`config.mk`:
```
export PLATFORM = sky130hd
export DESIGN_NAME = sd_card_dat
export DESIGN_NICKNAME = d
export VERILOG_FILES = /design/src/rtl/sd_card_dat.sv
export SDC_FILE = /design/constraint.sdc
export NUM_CORES = 1
export LEC_CHECK = 0
export CAP_MARGIN = 20
export CORE_MARGIN = 5
export CORE_UTILIZATION = 58
export DETAILED_ROUTE_END_ITERATION = 8
export PLACE_DENSITY = 0.84
export SKIP_CTS_REPAIR_TIMING = 1
export SYNTH_ARGS = -nofsm -noshare
export SYNTH_HDL_FRONTEND = slang
export SYNTH_SLANG_ARGS = --single-unit
```
`constraint.sdc`:
```
create_clock -name sdclk_i -period 3.6 [get_ports sdclk_i]
set_input_delay 1.08 -clock sdclk_i [delete_from_list [all_inputs] [get_ports sdclk_i]]
set_output_delay 1.08 -clock sdclk_i [all_outputs]
set_load 0.02 [all_outputs]
```
`src/rtl/sd_card_dat.sv`:
```
// SD card-side DAT line engine: transmits read blocks and receives write blocks
// on a 1- or 4-bit bus with per-lane CRC16, CRC status token and busy signalling.
module sd_card_dat (
   input  logic        sdclk_i,
   input  logic        rst_dat_ni,
   input  logic        start_read_i,
   input  logic        start_write_i,
   input  logic        dat_width_i,
   input  logic [11:0] block_size_i,
   input  logic [7:0]  busy_cycles_i,
   input  logic [7:0]  tx_data_i,
   output logic        tx_ready_o,
   output logic [7:0]  rx_data_o,
   output logic        rx_valid_o,
   output logic        done_o,
   output logic        crc_error_o,
   output logic        end_bit_error_o,
   input  logic [3:0]  dat_i,
   output logic [3:0]  dat_o,
   output logic [3:0]  dat_t
);

   localparam logic [3:0] S_IDLE      = 4'd0;
   localparam logic [3:0] S_RD_WAIT   = 4'd1;
   localparam logic [3:0] S_RD_START  = 4'd2;
   localparam logic [3:0] S_RD_DATA   = 4'd3;
   localparam logic [3:0] S_RD_CRC    = 4'd4;
   localparam logic [3:0] S_RD_END    = 4'd5;
   localparam logic [3:0] S_WR_WAIT   = 4'd6;
   localparam logic [3:0] S_WR_DATA   = 4'd7;
   localparam logic [3:0] S_WR_CRC    = 4'd8;
   localparam logic [3:0] S_WR_END    = 4'd9;
   localparam logic [3:0] S_WR_GAP    = 4'd10;
   localparam logic [3:0] S_WR_STATUS = 4'd11;
   localparam logic [3:0] S_WR_BUSY   = 4'd12;

   logic [3:0]  r_state;
   logic        r_width;
   logic [11:0] r_block_size;
   logic [7:0]  r_busy_cycles;
   logic [11:0] r_byte_cnt;
   logic [2:0]  r_bit_cnt;
   logic [7:0]  r_cnt;
   logic [7:0]  r_shift;
   logic [15:0] r_crc [4];
   logic        r_crc_err;
   logic        r_end_err;
   logic [7:0]  r_rx_data;
   logic        r_rx_valid;
   logic        r_done;

   logic [3:0]  w_lane_mask;
   logic        w_byte_last;
   logic        w_block_last;
   logic [3:0]  w_rd_bits;
   logic [3:0]  w_crc_msb;
   logic [7:0]  w_shift_in;
   logic        w_status_bit;

   function automatic logic [15:0] f_crc_step(input logic [15:0] crc, input logic bit_in);
      return {crc[14:0], 1'b0} ^ ((crc[15] ^ bit_in) ? 16'h1021 : 16'h0000);
   endfunction

   assign w_lane_mask  = r_width ? 4'hF : 4'h1;
   assign w_byte_last  = r_width ? r_bit_cnt[0] : (r_bit_cnt == 3'd7);
   // A block_size of 0 wraps the 12-bit compare, giving a 4096-byte block.
   assign w_block_last = ((r_byte_cnt + 12'd1) == r_block_size);
   assign w_rd_bits    = r_width ? r_shift[7:4] : {3'b111, r_shift[7]};
   assign w_crc_msb    = {r_crc[3][15], r_crc[2][15], r_crc[1][15], r_crc[0][15]};
   assign w_shift_in   = r_width ? {r_shift[3:0], dat_i} : {r_shift[6:0], dat_i[0]};

   // Status frame: start 0, token (good 010 / bad 101), end 1.
   always_comb begin
      case (r_cnt[2:0])
         3'd0:    w_status_bit = 1'b0;
         3'd1:    w_status_bit = r_crc_err;
         3'd2:    w_status_bit = ~r_crc_err;
         3'd3:    w_status_bit = r_crc_err;
         default: w_status_bit = 1'b1;
      endcase
   end

   always_comb begin
      // NOTE: defaults first so every path assigns every output and no latch is inferred.
      dat_t      = 4'hF;
      dat_o      = 4'hF;
      tx_ready_o = 1'b0;
      case (r_state)
         S_RD_START: begin
            dat_t      = ~w_lane_mask;
            dat_o      = ~w_lane_mask;
            tx_ready_o = 1'b1;
         end
         S_RD_DATA: begin
            dat_t      = ~w_lane_mask;
            dat_o      = w_rd_bits;
            tx_ready_o = w_byte_last & ~w_block_last;
         end
         S_RD_CRC: begin
            dat_t = ~w_lane_mask;
            dat_o = r_width ? w_crc_msb : {3'b111, w_crc_msb[0]};
         end
         S_RD_END: dat_t = ~w_lane_mask;
         S_WR_STATUS: begin
            dat_t = 4'b1110;
            dat_o = {3'b111, w_status_bit};
         end
         S_WR_BUSY: begin
            dat_t = 4'b1110;
            dat_o = 4'b1110;
         end
         default: ;
      endcase
   end

   always_ff @(posedge sdclk_i or negedge rst_dat_ni) begin
      if (!rst_dat_ni) begin
         r_state       <= S_IDLE;
         r_width       <= 1'b0;
         r_block_size  <= '0;
         r_busy_cycles <= '0;
         r_byte_cnt    <= '0;
         r_bit_cnt     <= '0;
         r_cnt         <= '0;
         r_shift       <= '0;
         // NOTE: the CRC array is tiny flop storage, not RAM, so it takes the reset too.
         for (int i = 0; i < 4; i++) r_crc[i] <= '0;
         r_crc_err     <= 1'b0;
         r_end_err     <= 1'b0;
         r_rx_data     <= '0;
         r_rx_valid    <= 1'b0;
         r_done        <= 1'b0;
      end else begin
         // NOTE: non-blocking throughout so every register sees pre-edge values.
         r_done     <= 1'b0;
         r_rx_valid <= 1'b0;
         case (r_state)
            S_IDLE: begin
               if (start_read_i || start_write_i) begin
                  r_width       <= dat_width_i;
                  r_block_size  <= block_size_i;
                  r_busy_cycles <= busy_cycles_i;
                  r_byte_cnt    <= '0;
                  r_bit_cnt     <= '0;
                  r_cnt         <= '0;
                  r_crc_err     <= 1'b0;
                  r_end_err     <= 1'b0;
                  for (int i = 0; i < 4; i++) r_crc[i] <= '0;
                  r_state       <= start_read_i ? S_RD_WAIT : S_WR_WAIT;
               end
            end
            S_RD_WAIT: begin
               r_cnt <= r_cnt + 8'd1;
               if (r_cnt == 8'd1) begin
                  r_cnt   <= '0;
                  r_state <= S_RD_START;
               end
            end
            S_RD_START: begin
               r_shift   <= tx_data_i;
               r_bit_cnt <= '0;
               r_state   <= S_RD_DATA;
            end
            S_RD_DATA: begin
               for (int i = 0; i < 4; i++) r_crc[i] <= f_crc_step(r_crc[i], w_rd_bits[i]);
               r_shift   <= r_width ? {r_shift[3:0], 4'h0} : {r_shift[6:0], 1'b0};
               r_bit_cnt <= r_bit_cnt + 3'd1;
               if (w_byte_last) begin
                  r_bit_cnt  <= '0;
                  r_byte_cnt <= r_byte_cnt + 12'd1;
                  if (w_block_last) begin
                     r_cnt   <= '0;
                     r_state <= S_RD_CRC;
                  end else begin
                     r_shift <= tx_data_i;
                  end
               end
            end
            S_RD_CRC: begin
               for (int i = 0; i < 4; i++) r_crc[i] <= {r_crc[i][14:0], 1'b0};
               r_cnt <= r_cnt + 8'd1;
               if (r_cnt == 8'd15) r_state <= S_RD_END;
            end
            S_RD_END: begin
               r_done  <= 1'b1;
               r_state <= S_IDLE;
            end
            S_WR_WAIT: begin
               if (!dat_i[0]) begin
                  r_bit_cnt <= '0;
                  r_state   <= S_WR_DATA;
               end
            end
            S_WR_DATA: begin
               for (int i = 0; i < 4; i++) r_crc[i] <= f_crc_step(r_crc[i], dat_i[i]);
               r_shift   <= w_shift_in;
               r_bit_cnt <= r_bit_cnt + 3'd1;
               if (w_byte_last) begin
                  r_bit_cnt  <= '0;
                  r_rx_data  <= w_shift_in;
                  r_rx_valid <= 1'b1;
                  r_byte_cnt <= r_byte_cnt + 12'd1;
                  if (w_block_last) begin
                     r_cnt   <= '0;
                     r_state <= S_WR_CRC;
                  end
               end
            end
            S_WR_CRC: begin
               if (|((dat_i ^ w_crc_msb) & w_lane_mask)) r_crc_err <= 1'b1;
               for (int i = 0; i < 4; i++) r_crc[i] <= {r_crc[i][14:0], 1'b0};
               r_cnt <= r_cnt + 8'd1;
               if (r_cnt == 8'd15) r_state <= S_WR_END;
            end
            S_WR_END: begin
               if (|(~dat_i & w_lane_mask)) r_end_err <= 1'b1;
               r_cnt   <= '0;
               r_state <= S_WR_GAP;
            end
            S_WR_GAP: begin
               r_cnt <= r_cnt + 8'd1;
               if (r_cnt == 8'd1) begin
                  r_cnt   <= '0;
                  r_state <= S_WR_STATUS;
               end
            end
            S_WR_STATUS: begin
               r_cnt <= r_cnt + 8'd1;
               if (r_cnt == 8'd4) begin
                  r_cnt <= '0;
                  if (r_busy_cycles == 8'd0 || r_crc_err) begin
                     r_done  <= 1'b1;
                     r_state <= S_IDLE;
                  end else begin
                     r_state <= S_WR_BUSY;
                  end
               end
            end
            S_WR_BUSY: begin
               r_cnt <= r_cnt + 8'd1;
               if ((r_cnt + 8'd1) == r_busy_cycles) begin
                  r_done  <= 1'b1;
                  r_state <= S_IDLE;
               end
            end
            default: r_state <= S_IDLE;
         endcase
      end
   end

   assign rx_data_o       = r_rx_data;
   assign rx_valid_o      = r_rx_valid;
   assign done_o          = r_done;
   assign crc_error_o     = r_crc_err;
   assign end_bit_error_o = r_end_err;

endmodule

```
==> results.yml <==
route:
  vias_per_cell: 6.37
  drt-total-wl_um: 16800
  drc: 0
  dr_total_vias: 5445
  final_antenna_net_count: 0
  wl_per_cell_um: 19.6
  first_pass_iters: 5
  drt_iter0_markers: 604
logic_synthesis:
  synth-xor-area-share_pct: 4.19
  synth_top_family_by_area: "compound AO/OA/AOI/OAI gates"
  synth_fa_ha_area_share_pct: 1.31
  async_flop_share_pct: 100
  syn-mean-instance-area_um2: 10.5
  ys.flop_type: "dfrtp_1"
  synth-simple-area-share_pct: 14.2
  postSynthCellCount: 640
  yosysWarningCount: 0
  synth_compound_area_share_pct: 22.3
  syn-cell-area_um2: 6690
  synth_cell_types: 73
  muxShareOfSynthArea_pct: 5.38
  synth-edff-count: 0
  seq_area_frac_synth_pct: 49.4
  syn-num-nets: 684
  synth-seq-cells: 132
layout:
  drive_gt1_share_pct: 16.4
  area_growth_pct: 21.5
  fin_nets: 743
  final_common_cell: "dfrtp_1"
  final_cell_mix: "dfrtp_1, a22o_1, nor2_1"
  diodes: 0
  final_cells: 855
  postLayoutCoreUtil_pct: 71.5
floorplan:
  fp-row-count: 39
  die_h_um: 117
  die-area_um2: 13800
  chipWidth_um: 117
  core_um2: 11400
  io_pins: 58
  start_util_pct: 58.9
clock_network:
  clockRootBuffer: "clkbuf_16"
  clkTransAtPathRegs_ns: 0.06
  clk_latency_ns: 0.42
  cts_inserted_buffers: 17
  numClockSinks: 132
  cts_tree: "done"
  clockBufferDepth: 2
  cts_max_level: 4
sta:
  fmax_mhz: 291
  worst_slack_ns: 0.168
  timing.final.crit_period_ns: 3.43
  worst_pin_slew_ns: 0.890
  setup_tns_ns: 0
  rsz0062_at_grt: "no"
  relSlewSlack_pct: 40.4
  timing.final.crit_share_pct: 95.3
  setup_violations: 0
  hold_viol_final: 0
  slew_viol_final: 0
  skew_ns: 0.0114
setup_path:
  r2r-end: "r_byte_cnt[9]"
  worst-path-max-fanout: 5
  crit_type: "reg -> out"
  arrival_ns: 2.35
  end_kind: "output port"
  r2r_cells: 9
  reg2reg_from: "r_state[1]"
  critPathLaunchType: "flop"
  r2r_slack_ns: 0.60
  cp.required_ns: 2.52
place:
  dp_cells: 823
  place_hpwl_um: 11200
  gp_congestion: 0.913
  dp_slack_ns: 0.0617
  port-buffer-count: 57
min_path:
  whs_endpoint: "r_crc[49]"
  hold_class: "reg -> reg"
  min-delay-start: "r_crc[48]"
  worstHoldPathCells: 1
flow_run:
  max_cap_violations: 0
power:
  power.leakage_nw: 3.66
  peakVddDrop_v: 0.000560
  powerDensity_nw_per_um2: 430
  fin_total_pwr_mw: 3.50
grt:
  grt_usage_pct: 25.0
  grt_max_degree: 78
  overflow: 0
  grt_pass1_wl_um: 28200
  antenna_found_initial: 0
  grt_pass1_vias: 5456
outcome:
  outcome: "finished, final reports clean"
sequential cells by signal, indices dropped and copies added, names as in the netlist:
register and cells:
r_state 4, r_cnt 8, done_o 1, rx_data_o 8
r_bit_cnt 3, rx_valid_o 1, r_byte_cnt 12, r_crc 64
end_bit_error_o 1, crc_error_o 1, r_width 1, r_busy_cycles 8
r_block_size 12, r_shift 8
cells in the mapped netlist (all sizes together) (9+ instances only):
cell,count,area (um^2)
clkbuf,25,95.1
buf,16,92.6
nor2b,9,56.3
mux2,24,270
xor2,11,96.3
dfrtp,132,3300
a22o,60,526
and3,10,76.3
nand3,15,85.1
a221o,9,91.3
nor2,62,235
a21oi,32,164
nand2,47,179
xnor2,21,184
nor3,10,66.3
o21ai,41,205
mux2i,9,90.1
routing by layer:
metal / routed length [um] / up-vias / part of all wire [%] / track usage [%]
met5: 0 / - / 0 / 0
met4: 320 / 0 / 1.9 / 8.27
met3: 1110 / 31 / 6.6 / 5.82
met2: 7760 / 222 / 46 / 38.5
met1: 7570 / 2692 / 45 / 35.1
li1: - / 2500 / - / -
layout make-up:
type,count,area (um^2)
Inverter,8,30.0
Tap cell,143,179
Fill cell,820,3240
Sequential cell,132,3310
Multi-Input combinational cell,459,3220
Clock buffer,19,453
Timing Repair Buffer,81,771
Clock inverter,13,173
worst max-delay path by stage:
stage / start / endpoint / slack, ns / cells after the start
4_1_cts: r_byte_cnt[3] / tx_ready_o / -0.40 / 8
3_5_place_dp: r_byte_cnt[3] / tx_ready_o / 0.06 / 8
6_report: r_byte_cnt[0] / tx_ready_o / 0.17 / 10
2_1_floorplan: r_byte_cnt[0] / tx_ready_o / 0.52 / 8
5_1_grt: r_byte_cnt[0] / tx_ready_o / 0.02 / 9
3_3_place_gp: r_byte_cnt[3] / tx_ready_o / 0.1 / 8
report_power, final:
group          internal, mW  switching [mW]
registers              1.50          0.0175
clock network          1.14           0.682
logic                0.0815          0.0807
cells by family (layout without fill, tap and decap cells):
| logic type | Yosys count | count (layout) |
|---|---|---|
| fa+ha+maj | 7 | 7 |
| buf+inv | 49 | 121 |
| mux | 33 | 33 |
| compound gates | 201 | 201 |
| simple gates | 186 | 186 |
| flops | 132 | 132 |
| xor+xnor | 32 | 32 |
critical path, cell delays in order (launching register included):
cell,delay [ns]
dfrtp_1,0.39
buf_4,0.16
nand3_2,0.11
buf_4,0.18
xnor2_1,0.16
o2111a_1,0.22
and4_4,0.23
nand3_2,0.09
a21oi_1,0.16
nor3_1,0.07
clkbuf_2,0.16
metrics by stage:
stage / hold slack, ns / instance area (um^2)
global placement: 0.459 / 7470
global route: 0.514 / 8130
detailed placement: 0.478 / 7470
finish: 0.493 / 8130
CTS: 0.493 / 8100
floorplan: 0.447 / 6690
No activity file was read; power rests on OpenSTA's default activity.
